`src/rtl/alu_sequencer.sv`:
```
// alu_sequencer: expands 16-bit macro-ops (ADD, AND, NOT, SUB, OR, XOR, NEG, PASS)
// into sequences of native ALU micro-ops (ADD, AND, NOT A) on a shared
// combinational ALU, using scratch registers T, U and V.
// One request at a time; the result is returned over a valid/ready handshake.
module alu_sequencer #(
  parameter int WIDTH = 16
) (
  input  logic             clk,
  input  logic             rst,
  input  logic             req_valid,
  output logic             req_ready,
  input  logic [2:0]       req_op,
  input  logic [WIDTH-1:0] req_a,
  input  logic [WIDTH-1:0] req_b,
  output logic             resp_valid,
  input  logic             resp_ready,
  output logic [WIDTH-1:0] resp_data,
  output logic             busy,
  output logic [1:0]       alu_op,
  output logic [WIDTH-1:0] alu_a,
  output logic [WIDTH-1:0] alu_b,
  input  logic [WIDTH-1:0] alu_out
);

  typedef enum logic [1:0] {
    S_IDLE = 2'd0,
    S_EXEC = 2'd1,
    S_DONE = 2'd2
  } state_t;

  // Macro-op encodings
  localparam logic [2:0] M_ADD  = 3'd0;
  localparam logic [2:0] M_AND  = 3'd1;
  localparam logic [2:0] M_NOT  = 3'd2;
  localparam logic [2:0] M_SUB  = 3'd3;
  localparam logic [2:0] M_OR   = 3'd4;
  localparam logic [2:0] M_XOR  = 3'd5;
  localparam logic [2:0] M_NEG  = 3'd6;
  localparam logic [2:0] M_PASS = 3'd7;

  // Native ALU operations
  localparam logic [1:0] A_ADD = 2'b00;
  localparam logic [1:0] A_AND = 2'b01;
  localparam logic [1:0] A_NOT = 2'b10;

  // Micro-op destinations
  localparam logic [1:0] D_T = 2'd0;
  localparam logic [1:0] D_U = 2'd1;
  localparam logic [1:0] D_V = 2'd2;
  localparam logic [1:0] D_R = 2'd3;

  localparam logic [WIDTH-1:0] ZERO = {WIDTH{1'b0}};
  localparam logic [WIDTH-1:0] ONE  = {{(WIDTH-1){1'b0}}, 1'b1};

  state_t           state_r;
  logic [2:0]       op_r;
  logic [2:0]       step_r;
  logic [WIDTH-1:0] ra_r, rb_r, t_r, u_r, v_r;
  logic             req_ready_r;
  logic             resp_valid_r;
  logic [WIDTH-1:0] resp_data_r;
  logic             busy_r;

  logic [1:0]       uop_s;
  logic [WIDTH-1:0] ua_s, ub_s;
  logic [1:0]       dst_s;
  logic             last_s;

  // Decode the current micro-op from registered state only; ALU idles outside EXEC
  always_comb begin
    uop_s  = A_ADD;
    ua_s   = ZERO;
    ub_s   = ZERO;
    dst_s  = D_R;
    last_s = 1'b1;
    if (state_r == S_EXEC) begin
      case (op_r)
        M_ADD:  begin uop_s = A_ADD; ua_s = ra_r; ub_s = rb_r; end
        M_AND:  begin uop_s = A_AND; ua_s = ra_r; ub_s = rb_r; end
        M_NOT:  begin uop_s = A_NOT; ua_s = ra_r; end
        M_PASS: begin uop_s = A_ADD; ua_s = ra_r; end
        M_NEG: begin
          case (step_r)
            3'd0:    begin uop_s = A_NOT; ua_s = ra_r; dst_s = D_T; last_s = 1'b0; end
            default: begin uop_s = A_ADD; ua_s = t_r; ub_s = ONE; end
          endcase
        end
        M_SUB: begin
          case (step_r)
            3'd0:    begin uop_s = A_NOT; ua_s = rb_r; dst_s = D_T; last_s = 1'b0; end
            3'd1:    begin uop_s = A_ADD; ua_s = t_r; ub_s = ONE; dst_s = D_T; last_s = 1'b0; end
            default: begin uop_s = A_ADD; ua_s = ra_r; ub_s = t_r; end
          endcase
        end
        M_OR: begin
          case (step_r)
            3'd0:    begin uop_s = A_NOT; ua_s = ra_r; dst_s = D_T; last_s = 1'b0; end
            3'd1:    begin uop_s = A_NOT; ua_s = rb_r; dst_s = D_U; last_s = 1'b0; end
            3'd2:    begin uop_s = A_AND; ua_s = t_r; ub_s = u_r; dst_s = D_T; last_s = 1'b0; end
            default: begin uop_s = A_NOT; ua_s = t_r; end
          endcase
        end
        M_XOR: begin
          case (step_r)
            3'd0:    begin uop_s = A_AND; ua_s = ra_r; ub_s = rb_r; dst_s = D_T; last_s = 1'b0; end
            3'd1:    begin uop_s = A_NOT; ua_s = t_r; dst_s = D_T; last_s = 1'b0; end
            3'd2:    begin uop_s = A_NOT; ua_s = ra_r; dst_s = D_U; last_s = 1'b0; end
            3'd3:    begin uop_s = A_NOT; ua_s = rb_r; dst_s = D_V; last_s = 1'b0; end
            3'd4:    begin uop_s = A_AND; ua_s = u_r; ub_s = v_r; dst_s = D_U; last_s = 1'b0; end
            3'd5:    begin uop_s = A_NOT; ua_s = u_r; dst_s = D_U; last_s = 1'b0; end
            default: begin uop_s = A_AND; ua_s = t_r; ub_s = u_r; end
          endcase
        end
        default: begin uop_s = A_ADD; ua_s = ZERO; ub_s = ZERO; end
      endcase
    end else begin
      uop_s  = A_ADD;
      ua_s   = ZERO;
      ub_s   = ZERO;
      dst_s  = D_R;
      last_s = 1'b1;
    end
  end

  assign alu_op     = uop_s;
  assign alu_a      = ua_s;
  assign alu_b      = ub_s;
  assign req_ready  = req_ready_r;
  assign resp_valid = resp_valid_r;
  assign resp_data  = resp_data_r;
  assign busy       = busy_r;

  // Sequencer FSM: accept a request, step through its micro-ops, hold the result until taken
  always_ff @(posedge clk or posedge rst) begin
    if (rst) begin
      state_r      <= S_IDLE;
      op_r         <= 3'd0;
      step_r       <= 3'd0;
      ra_r         <= ZERO;
      rb_r         <= ZERO;
      t_r          <= ZERO;
      u_r          <= ZERO;
      v_r          <= ZERO;
      req_ready_r  <= 1'b0;
      resp_valid_r <= 1'b0;
      resp_data_r  <= ZERO;
      busy_r       <= 1'b0;
    end else begin
      case (state_r)
        S_IDLE: begin
          if (req_valid && req_ready_r) begin
            op_r        <= req_op;
            ra_r        <= req_a;
            rb_r        <= req_b;
            step_r      <= 3'd0;
            state_r     <= S_EXEC;
            req_ready_r <= 1'b0;
            busy_r      <= 1'b1;
          end else begin
            req_ready_r <= 1'b1;
          end
        end
        S_EXEC: begin
          case (dst_s)
            D_T:     t_r <= alu_out;
            D_U:     u_r <= alu_out;
            D_V:     v_r <= alu_out;
            default: resp_data_r <= alu_out;
          endcase
          if (last_s) begin
            state_r      <= S_DONE;
            resp_valid_r <= 1'b1;
          end else begin
            step_r <= step_r + 3'd1;
          end
        end
        S_DONE: begin
          if (resp_ready) begin
            state_r      <= S_IDLE;
            resp_valid_r <= 1'b0;
            busy_r       <= 1'b0;
            req_ready_r  <= 1'b1;
          end else begin
            state_r <= S_DONE;
          end
        end
        default: begin
          state_r      <= S_IDLE;
          req_ready_r  <= 1'b0;
          resp_valid_r <= 1'b0;
          busy_r       <= 1'b0;
        end
      endcase
    end
  end

endmodule
```
`config.mk`:
```
export PLATFORM = sky130hd
export DESIGN_NAME = alu_sequencer
export DESIGN_NICKNAME = d
export VERILOG_FILES = /design/src/rtl/alu_sequencer.sv
export SDC_FILE = /design/constraint.sdc
export NUM_CORES = 1
export LEC_CHECK = 0
export BUFFER_PORTS_ARGS = -buffer_cell sky130_fd_sc_hd__buf_2
export CAP_MARGIN = 20
export CORE_MARGIN = 3
export CORE_UTILIZATION = 33
export CTS_CLUSTER_DIAMETER = 80
export DETAILED_ROUTE_END_ITERATION = 8
export GPL_ROUTABILITY_DRIVEN = 0
export SETUP_SLACK_MARGIN = 0.1
export SYNTH_ARGS = -nofsm -noshare
export SYNTH_HDL_FRONTEND = slang
export SYNTH_SLANG_ARGS = --single-unit
```
`constraint.sdc`:
```
create_clock -name clk -period 5.1 [get_ports clk]
set_input_delay 0.765 -clock clk [delete_from_list [all_inputs] [get_ports clk]]
set_output_delay 0.765 -clock clk [all_outputs]
set_load 0.03 [all_outputs]
```
==> results of run 1 <==
[state kept, by name (all words and copies together), names as in the netlist]
| register | count |
|---|---|
| resp_data | 16 |
| u_r | 16 |
| ra_r | 16 |
| op_r | 3 |
| busy | 1 |
| t_r | 16 |
| rb_r | 16 |
| v_r | 16 |
| resp_valid | 1 |
| req_ready | 1 |
| state_r | 2 |
| step_r | 3 |
[metal layers]
metal | vias to the layer above | wire length (um)
li1 | 2429 | -
met1 | 2711 | 8410
met2 | 314 | 9650
met3 | 65 | 1710
met4 | 0 | 624
met5 | - | 0
[cells by family after synthesis]
logic type / after synthesis / share of synthesized area (%)
compound gates: 187 / 22.7
simple gates: 115 / 9.57
mux: 107 / 19.7
flops: 107 / 42.8
buf+inv: 57 / 3.98
fa+ha+maj: 6 / 1.16
xor+xnor: 1 / 0.140
[placed cells by master, fill, tap and decap left out, types with 2 or more instances in the layout]
cell type,netlist,routed
buf_4,3,20
a221o_1,16,16
o221ai_1,8,8
inv_1,10,9
o21ai_1,2,2
clkbuf_16,0,9
a22oi_1,53,53
dfrtp_1,107,107
ha_1,5,5
nor2_1,11,11
bufinv_16,0,2
mux2i_1,11,11
and3_1,2,2
o211ai_1,8,8
nand3_1,12,12
a22o_1,7,7
nand2_1,52,52
o21ai_0,10,10
mux2_2,83,83
or3_1,2,2
mux2_1,3,3
nand2b_1,3,3
a221oi_1,9,9
nor2b_1,6,6
o32ai_1,2,2
a21oi_1,41,41
buf_2,7,107
nor3_1,14,13
mux2_4,10,10
a222oi_1,16,16
[cell type report]
type	instances	share of cell area, %
flip-flops and latches	107	36.5
well taps	229	3.91
inverters	10	0.546
multi-input cells	416	45.4
clock inverters	4	1.01
repair buffers	127	9.35
clock buffers	11	3.31
[worst paths after layout]
path                            from           end  slack (ns)  depth (start not counted)
max in group asynchronous        rst      rb_r[12]        3.51                          3
hold reg to reg               v_r[0]        v_r[0]        0.50                          1
setup / recovery           step_r[1]      alu_a[3]        0.76                          8
min in group asynchronous        rst  resp_data[1]        0.59                          2
hold / removal                v_r[0]        v_r[0]        0.50                          1
setup reg to reg           step_r[1]        v_r[0]        1.69                          7
[power breakdown]
part | switching [mW] | internal, mW | total (mW)
Combinational | 1.50 | 1.11 | 2.61
Clock | 0.316 | 0.442 | 0.758
Sequential | 0.529 | 1.25 | 1.78
==> summary.md, run 1 <==
| Metric | Value |
|---|---|
| Max VDD drop | 0.000256 V |
| FMAX | 230 MHz |
| Worst slack at placement | 1.22 ns |
| Clock latency at the later pin of the worst-skew pair | 0.37 ns |
| Max incr delay on CP | 0.72 ns |
| Ant. Diodes | 0 |
| Area of the multi-input gates | 0.00333 mm2 |
| Fin. Hold Viols | 0 |
| Syn_nets | 640 |
| EDFF count, synth | 0 |
| Critical path arrival | 3.58 ns |
| Critical path capture point type | primary output |
| Count leader, synth | dfrtp_1 |
| DP Cell Count | 889 |
| Hpwl dp | 14000 um |
| Fin area | 0.00734 mm2 |
| CP bufs+invs | 3 |
| Die height | 144 um |
| Port-buffer cells | 107 |
| Non-filler cells, final | 904 |
| Pin count of the biggest net entering global routing | 74 |
| Maximum clock insertion buffer count | 2 |
| GRT Total Usage | 19.7% |
| Initial core utilization | 34.2% |
| Leak Pwr | 3.23 nW |
| Post-cts gate resize count | 0 |
| Final setup TNS | 0 ns |
| Clk root buf | clkbuf_16 |
| Die area | 0.0206 mm2 |
| Fin Hold WS | 0.502 ns |
| Tot Pwr | 5.15 mW |
| Synth area leader | dfrtp_1 |
| Met1 Usage GRT | 25.7% |
| Total grt overflow | 0 |
| Final setup viols | 0 |
| Routed wire length | 20400 um |
| Cell variety after synth | 61 |
| Initial antenna violation count | 0 |
| FF+latch count, synth | 107 |
| Predominant post-synthesis flop cell | dfrtp_1 |
| Pins Over Slew Limit | 0 |
| Placed instance area | 0.00702 mm2 |
| Worst slew pin tran | 0.980 ns |
| Unrepaired setup endpoints after global routing | no |
| Area delta synth->final | 17.4% |
| Async SR Flop Fraction | 100% |
| Cell area after synthesis | 0.00625 mm2 |
| Crit path time final | 4.34 ns |
| Worst endpoint required time | 4.34 ns |
| Post-CTS Hold Fix Bufs | 0 |
| Synth top area cells | dfrtp_1 (43%), mux2_2 (15%), a22oi_1 (6.4%), a21oi_1 (3.3%), nand2_1 (3.1%) |
| Vias/cell | 6.11 |
| Met3 Use GR | 4.79% |
| Startpoint Class | register |
| Row cnt | 49 |
| DRC | 0 |
| CTS tree | done |
| CTS Sinks | 107 |
| Io pins | 108 |
| Family with the most delay on the worst path | adder cells |
| Die W | 144 um |
| P per Cell Area | 702 mW/mm2 |
| Vias in the first global route | 5629 |
| Met2 GRT Util | 31.5% |
| FF/Latch Area | 0.00268 mm2 |
| Layout Utilization | 40.2% |
| CP max-delay cell | ha_1 |
| Core Footprint | 0.0183 mm2 |
| Synth warn | 0 |
| Final WS setup | 0.756 ns |
| First-pass GRT wire length | 31600 um |
| Syn_area_per_cell | 10.8 um2 |
| Clock Pin Slew Worst Setup and Hold Paths | 0.08 ns |
| Layout cells sized above 1 | 36.6% |
| Busiest grt layer | met2 |
| Total CTS buffers | 9 |
| Status | finished, final reports clean |
| Synth top area share | 42.8% |
| Hold Crit Class | register to register |
| Crit-path cells | inv_1, ha_1, nor2b_1, buf_4, mux2i_1, o221ai_1, a221o_1, buf_2 |
| Postcts setup bufs | 0 |
| H-tree depth | 3 |
| Vias | 5519 |
| Drt initial violations | 1028 |
| Filler cell count | 1807 |
| Worst-path fanout max | 22 |
| Fin nets | 731 |
| Synth Instances | 580 |
| Tcrit/Tclk final | 85.2% |
| Crit Path Class | register to primary output |
| Wire per inst | 22.6 um |
| Number of iterations in the first detailed-routing pass | 6 |
| Skew final | 0.0152 ns |
| Post-synth top cells | dfrtp_1 (107), mux2_2 (83), a22oi_1 (53) |
| Slew margin rel. | 34.7% |
| Routed Antenna Nets | 0 |
| Max Cap Violations | 0 |
| Sequential element share of the synthesized area | 42.8% |
Note: power is estimated with default switching activity, not from simulation.
==> inputs of run 2 (changes only) <==
Settings changed: PLACE_DENSITY set to 0.58.
==> run 2 against run 1 <==
Highest routed layer unchanged. Global-route usage grew 0.49 points. Combinational power hardly changed. Critical path type unchanged. First-iteration DRC count shrank 36%. Utilization is 0.20 points lower. Largest cell class unchanged. Non-clock buffer count down 1. Clock skew is 0.0059 ns lower. Critical endpoint is now alu_b[14].
==> summary.md, run 2 (synthesis results as in run 1) <==
| Metric | Value |
|---|---|
| Status | finished, final reports clean |
| Pins Over Slew Limit | 0 |
| Hold Crit Depth | 1 |
| Slew margin rel. | 27.1% |
| R2R Path End | u_r[9] |
| Crit Path Class | register to primary output |
| Die area | 0.0206 mm2 |
| Total grt overflow | 0 |
| Hold Crit Class | register to register |
| DRC | 0 |
| Max Cap Violations | 0 |
| Ant. Diodes | 0 |
| Pin count of the biggest net entering global routing | 74 |
| Fin nets | 730 |
| Tcrit/Tclk final | 77.6% |
| First-pass GRT wire length | 31900 um |
| CTS tree | done |
| Routed Antenna Nets | 0 |
| Worst endpoint required time | 4.34 ns |
| Startpoint Class | register |
| Vias in the first global route | 5470 |
| Critical path capture point type | primary output |
| Wire per inst | 23.2 um |
| Drt initial violations | 658 |
| Skew final | 0.00934 ns |
| Area delta synth->final | 16.8% |
| Clock latency at the later pin of the worst-skew pair | 0.36 ns |
| Port-buffer cells | 107 |
| Io pins | 108 |
| Total CTS buffers | 9 |
| Fin Hold WS | 0.498 ns |
| Final setup viols | 0 |
| Crit path time final | 3.96 ns |
| Hold Path End | v_r[7] |
| Die W | 144 um |
| Post-CTS Hold Fix Bufs | 0 |
| Critical path arrival | 3.19 ns |
| Hpwl dp | 14200 um |
| Vias | 5482 |
| Initial antenna violation count | 0 |
| Filler cell count | 1789 |
| Worst r2r path cells | 6 |
| Fin. Hold Viols | 0 |
| Die height | 144 um |
| CTS Sinks | 107 |
| Core Footprint | 0.0183 mm2 |
| Maximum clock insertion buffer count | 2 |
| GRT Total Usage | 20.2% |
| Routed wire length | 20900 um |
| P per Cell Area | 698 mW/mm2 |
| Commonest non-fill, non-tap cells in the layout | dfrtp_1 (107), buf_2 (107), mux2_2 (83) |
| Worst slew pin tran | 1.09 ns |
| Row cnt | 49 |
| Worst-path fanout max | 36 |
| Layout cells sized above 1 | 36.7% |
| FMAX | 253 MHz |
| R2R Setup Slk | 1.58 ns |
| Clk root buf | clkbuf_16 |
| Unrepaired setup endpoints after global routing | no |
| Vias/cell | 6.06 |
| Postcts setup bufs | 0 |
| Number of iterations in the first detailed-routing pass | 6 |
| Final setup TNS | 0 ns |
| Clock Pin Slew Worst Setup and Hold Paths | 0.08 ns |
| Reg2reg start | step_r[2] |
| Max VDD drop | 0.000280 V |
| Initial core utilization | 34.2% |
| Post-cts gate resize count | 0 |
| H-tree depth | 3 |
| Hold Crit Start | v_r[7] |
| Leak Pwr | 3.21 nW |
## run 2: cell types whose count changed in the layout (fill, tap and decap cells not counted)
cell | before | now
inv_8 | 0 | 1
clkinvlp_4 | 0 | 2
bufinv_16 | 2 | 0
clkinv_4 | 0 | 2
inv_6 | 1 | 0
buf_4 | 20 | 19
clkbuf_1 | 1 | 0
## run 2: worst max-delay path by stage
stage / start / to / slack, ns
after CTS: step_r[1] / alu_b[14] / 1.19
after detailed placement: step_r[1] / alu_b[14] / 1.59
after global routing: step_r[1] / alu_b[11] / 0.90
after floorplan: rst / busy / 1.52
final: step_r[1] / alu_b[14] / 1.14
after global placement: step_r[1] / alu_b[14] / 1.66
## run 2: power breakdown
group | leakage, nW | switching (mW) | internal, mW
clock | 0.137 | 0.344 | 0.350
sequential | 1.29 | 0.522 | 1.25
combinational | 1.78 | 1.52 | 1.11
total | 3.21 | 2.38 | 2.71
## run 2: stage by stage
stage                     util, %  setup slack (ns)  area, um2  total power [mW]  cells
after floorplan                 -              1.52       6250              3.57    580
after global placement       38.4              1.66       7010              4.29    888
after detailed placement     38.4              1.59       7010              4.37    888
after CTS                    40.0              1.19       7300              5.09    904
after global routing         40.0             0.904       7300              5.39    904
final                        40.0              1.14       7300              5.09    904
## run 2: per-layer routing
metal	wire (um)	part of all wire [%]	GRT usage [%]
met2	10300	49	33.9
met5	0	0	0
met1	8380	40	26.0
met3	1840	8.8	4.59
met4	448	2.1	6.34
## run 2: worst max-delay path, stage by stage (launching register included)
cell and delay (ns):
dfrtp_1 0.52, inv_1 0.16, ha_1 0.23, buf_4 0.39, nor2b_1 0.23, buf_4 0.19
nand2_1 0.06, a21oi_1 0.17, buf_4 0.27, a22oi_1 0.10, a21oi_1 0.25, buf_2 0.25
## run 2: cell type report
| class | count | area, um2 | share of cell area (%) |
|---|---|---|---|
| Multi-Input combinational cell | 416 | 3330 | 45.6 |
| Sequential cell | 107 | 2680 | 36.7 |
| Timing Repair Buffer | 126 | 678 | 9.29 |
| Tap cell | 229 | 287 | 3.92 |
| Clock buffer | 10 | 239 | 3.27 |
| Clock inverter | 6 | 48.8 | 0.668 |
| Inverter | 10 | 40.0 | 0.548 |
